File: config.mk
export PLATFORM = sky130hd
export DESIGN_NAME = logic_unit_pipe
export DESIGN_NICKNAME = d
export VERILOG_FILES = /design/src/rtl/logic_unit_pkg.sv /design/src/rtl/logic_op_comb.sv /design/src/rtl/logic_unit_pipe.sv
export SDC_FILE = /design/constraint.sdc
export NUM_CORES = 1
export LEC_CHECK = 0
export ABC_AREA = 1
export BUFFER_PORTS_ARGS = -buffer_cell sky130_fd_sc_hd__buf_2
export CORE_AREA = 2 2 111 59
export DETAILED_ROUTE_END_ITERATION = 7
export DIE_AREA = 0 0 113 61
export GPL_ROUTABILITY_DRIVEN = 1
export PLACE_DENSITY = 0.49
export SYNTH_ARGS = -nofsm -noshare
export SYNTH_HDL_FRONTEND = slang
export SYNTH_SLANG_ARGS = --single-unit
File: constraint.sdc
create_clock -name clk -period 1.3 [get_ports clk]
set_input_delay 0.26 -clock clk [delete_from_list [all_inputs] [get_ports clk]]
set_output_delay 0.26 -clock clk [all_outputs]
set_load 0.005 [all_outputs]
File: src/rtl/logic_unit_pkg.sv
// Shared operation encodings for the pipelined logic unit.
package logic_unit_pkg;

  typedef enum logic [2:0] {
    OP_AND      = 3'd0,
    OP_OR       = 3'd1,
    OP_XOR      = 3'd2,
    OP_NAND     = 3'd3,
    OP_NOR      = 3'd4,
    OP_XNOR     = 3'd5,
    OP_ACC_XOR  = 3'd6,
    OP_ACC_LOAD = 3'd7
  } op_e;

endpackage

File: src/rtl/logic_op_comb.sv
// Purely combinational bitwise operation decode; the accumulator value is
// supplied by the caller, which owns all state.
module logic_op_comb
  import logic_unit_pkg::*;
#(
  parameter int WIDTH = 8
) (
  input  logic [WIDTH-1:0] A,
  input  logic [WIDTH-1:0] B,
  input  logic [WIDTH-1:0] acc,
  input  logic [2:0]       op,
  output logic [WIDTH-1:0] result
);

  always_comb begin
    result = '0;
    case (op)
      OP_AND:      result = A & B;
      OP_OR:       result = A | B;
      OP_XOR:      result = A ^ B;
      OP_NAND:     result = ~(A & B);
      OP_NOR:      result = ~(A | B);
      OP_XNOR:     result = ~(A ^ B);
      OP_ACC_XOR:  result = acc ^ A;
      OP_ACC_LOAD: result = A;
      default:     result = '0;
    endcase
  end

endmodule

File: src/rtl/logic_unit_pipe.sv
// One-stage valid/ready logic unit with a single output register and an
// internal accumulator; full throughput when downstream is always ready.
module logic_unit_pipe
  import logic_unit_pkg::*;
#(
  parameter int WIDTH = 8
) (
  input  logic             clk,
  input  logic             rst_n,
  input  logic             in_valid,
  output logic             in_ready,
  input  logic [WIDTH-1:0] A,
  input  logic [WIDTH-1:0] B,
  input  logic [2:0]       op,
  output logic             out_valid,
  input  logic             out_ready,
  output logic [WIDTH-1:0] F,
  output logic             Z
);

  logic [WIDTH-1:0] acc;
  logic [WIDTH-1:0] result;
  logic             accept;
  logic             consume;
  logic             acc_op;

  assign in_ready = !out_valid || out_ready;
  assign accept   = in_valid && in_ready;
  assign consume  = out_valid && out_ready;
  assign acc_op   = (op == OP_ACC_XOR) || (op == OP_ACC_LOAD);

  logic_op_comb #(.WIDTH(WIDTH)) u_op (
    .A      (A),
    .B      (B),
    .acc    (acc),
    .op     (op),
    .result (result)
  );

  // For both accumulator ops the result equals the new accumulator value.
  always_ff @(posedge clk or negedge rst_n) begin
    if (!rst_n) begin
      out_valid <= 1'b0;
      F         <= '0;
      Z         <= 1'b1;
      acc       <= '0;
    end else if (accept) begin
      out_valid <= 1'b1;
      F         <= result;
      Z         <= (result == '0);
      if (acc_op) acc <= result;
    end else if (consume) begin
      out_valid <= 1'b0;
    end
  end

endmodule

==> results.md <==
- Number of clock sinks: 18
- Endpoint required time on the critical path: 1490 ps
- Maximum number of pins on one net before global-route repair: 19
- N_diodes: 0
- Max IR drop VDD: 0.0005316 V
- Category of the worst setup path launch point: flop
- Minimum clock period: between 1000 and 1500 ps
- Status: finished, violations left
- Static leakage: 1.357 nW
- Number of buffers added by the clock tree synthesis step: 3
- Number of global-route vias before repair: between 1,500 and 2,000
- Clock-pin slew of the registers on the worst-case setup and hold paths: around 50 ps
- Final Cycle Share: 1.017
- Count of maximum capacitance violations: 0
- Violated checks: setup timing
- Pre-CTS worst setup slack: -328.1 ps
- Worst setup slack for register-to-register paths: -20 ps
- #FFs+latches synth: 18
- Initial standard-cell utilization of the core: 0.2939
- Power density relative to cell area: 889.0 mW/mm²
- RSZ-0062 raised after global routing: yes
- Maximum buffer depth of the clock tree: 2
- Boundary Pins: 34
- # nets final: 380
- Launching element of the worst setup path: acc[5]$_DFFE_PN0P_
- Share of synthesized flip-flops with an asynchronous set or reset: 1.000
- Routed length per placed instance: 10.69 µm
- Maximum level of the CTS H-tree: 1
- GR Util met2: 0.2096
- Chip Width: 113 µm
- Placement-stage cell area: 0.002251 mm²
- Sequential cell area fraction in the yosys report: 0.2603
- Capture instance of the worst register-to-register path: Z$_DFFE_PN1P_
- Count of input and output buffers: 33
- Start-to-end type of the worst setup path: reg2reg
- Synthesized netlist net count: 307
- Share of the core filled with cells in the final layout: 0.4064
- Cell with the most instances after synthesis: nand2_1
- Crit path to: Z$_DFFE_PN1P_
- Worst Min Path Start: out_ready
- Total length of routed wires: 4459 µm
- Post-synthesis cell count: 268
- Floorplan Core Area: 0.005906 mm²
- Number of unique standard cell types used by synthesis: 25
- Total gr overflow: 0
- Worst flop-to-flop path startpoint: acc[5]$_DFFE_PN0P_
- Maximum net fanout on the critical path: 3
- Largest area contributor in the synthesized netlist: dfrtp_1
- Number of enable-type register cells in the synthesized netlist: 0
- Mapped cell area: 0.001735 mm²
- Highest clock frequency the design can meet: 756.4 MHz
- Post-route cell area: 0.002400 mm²
- Count of warnings emitted by yosys: 0
- Number of cells on the worst reg-to-reg path: 9
- Global Route met3 Usage: 0.03497
- Worst Tran Pin Value: 431.8 ps
- Peak-usage layer in the global routing report: met1
- Area growth syn-to-layout: 38.28%
- TritonCTS clock tree: built
- Global-route wire length before repair: 7548 µm
- Die span in y: 61 µm
- Final max-slew violation count: 0
- DRC marker count from the first detailed-route iteration: 97
- Last weighted congestion value of the routability-driven placer: 0.8332
- Post-route clock skew: 1.192 ps
- CTS root buffer: clkbuf_16
- Vias: about 1,800
- Share of cells above drive strength 1: 0.2941
- Post-route antenna net violation count: 0
- Count of unresolved DRC violations after routing: 0
- Average cell area after synthesis: 6.475 µm²
- Biggest area contributors in the synthesized netlist: dfrtp_1, nand2_1, ha_1
- Cell Rows: 20
- Top cells by instance count after synthesis: nand2_1, inv_1, nor2_1
- Area share of the leading cell type in the synthesized netlist: 0.2451
- Number of antenna violations at the first check in global routing: 0
- Final number of hold-violating endpoints: 0
- Global routing usage summed across all routing layers: 0.1387
- HPWL Detailed: 3790 µm
- Clock latency reported for the late side of the worst-skew pair: 250 ps
- Met1 Track Usage GR: 0.2097
- Setup TNS: -22.10 ps
- Setup ws final: -22.10 ps
- Setup violations, final: 1
- Most frequently used flop master after synthesis: dfrtp_1
- Iteration count of the initial detailed-routing pass: 4
- Critical path data arrival time: ~1500 ps
- Capturing element type of the critical path: flop
- Max transition margin: 0.7121
- Die footprint: 0.006893 mm²
- Worst hold-check path type: in2reg
- Vias per inst: between 4 and 5
## per-stage QoR
step           power [mW]  cells  hold WS (ps)
6_report            2.133    417         289.0
3_5_place_dp        1.451    411         221.0
5_1_grt             2.300    417         312.6
4_1_cts             2.144    416         293.6
2_1_floorplan       1.140    268        -35.59
3_3_place_gp        1.444    411         213.1
## cell families after synthesis
family / after synthesis / share of synthesized area
simple gates: 158 / 0.4059
buf+inv: 49 / 0.1305
compound gates: 23 / 0.06777
flops: 18 / 0.2603
fa+ha+maj: 16 / 0.1154
xor+xnor: 4 / 0.02019
## repair_timing
| item | CTS | global route |
|---|---|---|
| hold buffers | 1 | 0 |
| hold endpoints to repair | 17 | 0 |
| setup endpoints to repair | 2 | 14 |
| resized for setup | 4 | 13 |
| gates cloned | 0 | 0 |
| pin swaps | 0 | 5 |
| buffers inserted | 0 | 1 |
## how the worst min path moves through the flow
stage | to | slack (ps) | cells after the start
3_5_place_dp | acc[5]$_DFFE_PN0P_ | 220 | 1
6_report | out_valid$_DFFE_PN0P_ | 290 | 4
3_3_place_gp | acc[5]$_DFFE_PN0P_ | 210 | 1
2_1_floorplan | F[0]$_DFFE_PN0P_ | -40 | 0
4_1_cts | out_valid$_DFFE_PN0P_ | 290 | 4
5_1_grt | out_valid$_DFFE_PN0P_ | 310 | 4
## power by group
group / leakage (nW) / internal, mW / switching (mW)
sequential: 0.222 / 0.672 / 0.0734
combinational: 1.09 / 0.343 / 0.375
clock: 0.0442 / 0.468 / 0.202
total: 1.36 / 1.48 / 0.650
## layout make-up
class	instances	area, µm²
multi-input combinational	201	1095
clock buffer	4	88.84
tap	77	96.34
inverter	40	152.6
timing repair buffer	77	515.5
fill	639	3506
sequential	18	451.7
## layout by cell type (no fill, tap or decap), drive strengths merged
cell / count
a21oi: 1
o21ai: 20
nand3: 23
nor2: 39
buf: 76
nand2: 81
ha: 16
dfrtp: 17
dfstp: 1
or2: 2
nand4: 8
nand3b: 4
xnor2: 4
inv: 40
clkbuf: 4
nor3: 1
dlygate4sd3: 1
o22ai: 2
## critical path, cell delays in order, from the launching register on
cell and delay (ps):
dfrtp_1 390, xnor2_1 140, nor2_1 50, nor2_1 100, nand2_1 70, nor2_2 130, nand2_1 80, nor2_2 150
nand3_1 90, nand2_1 60
## routing by layer
layer | up-vias | wire length, µm
met1 | 797 | 2363
li1 | 986 | -
met2 | 42 | 1760
met5 | - | 0
met3 | 0 | 335
met4 | 0 | 0
## state kept, by name, indices dropped and copies added, names as in the netlist
register,cells
F,8
acc,8
Z,1
out_valid,1
Power figures use the tool's default switching activity.
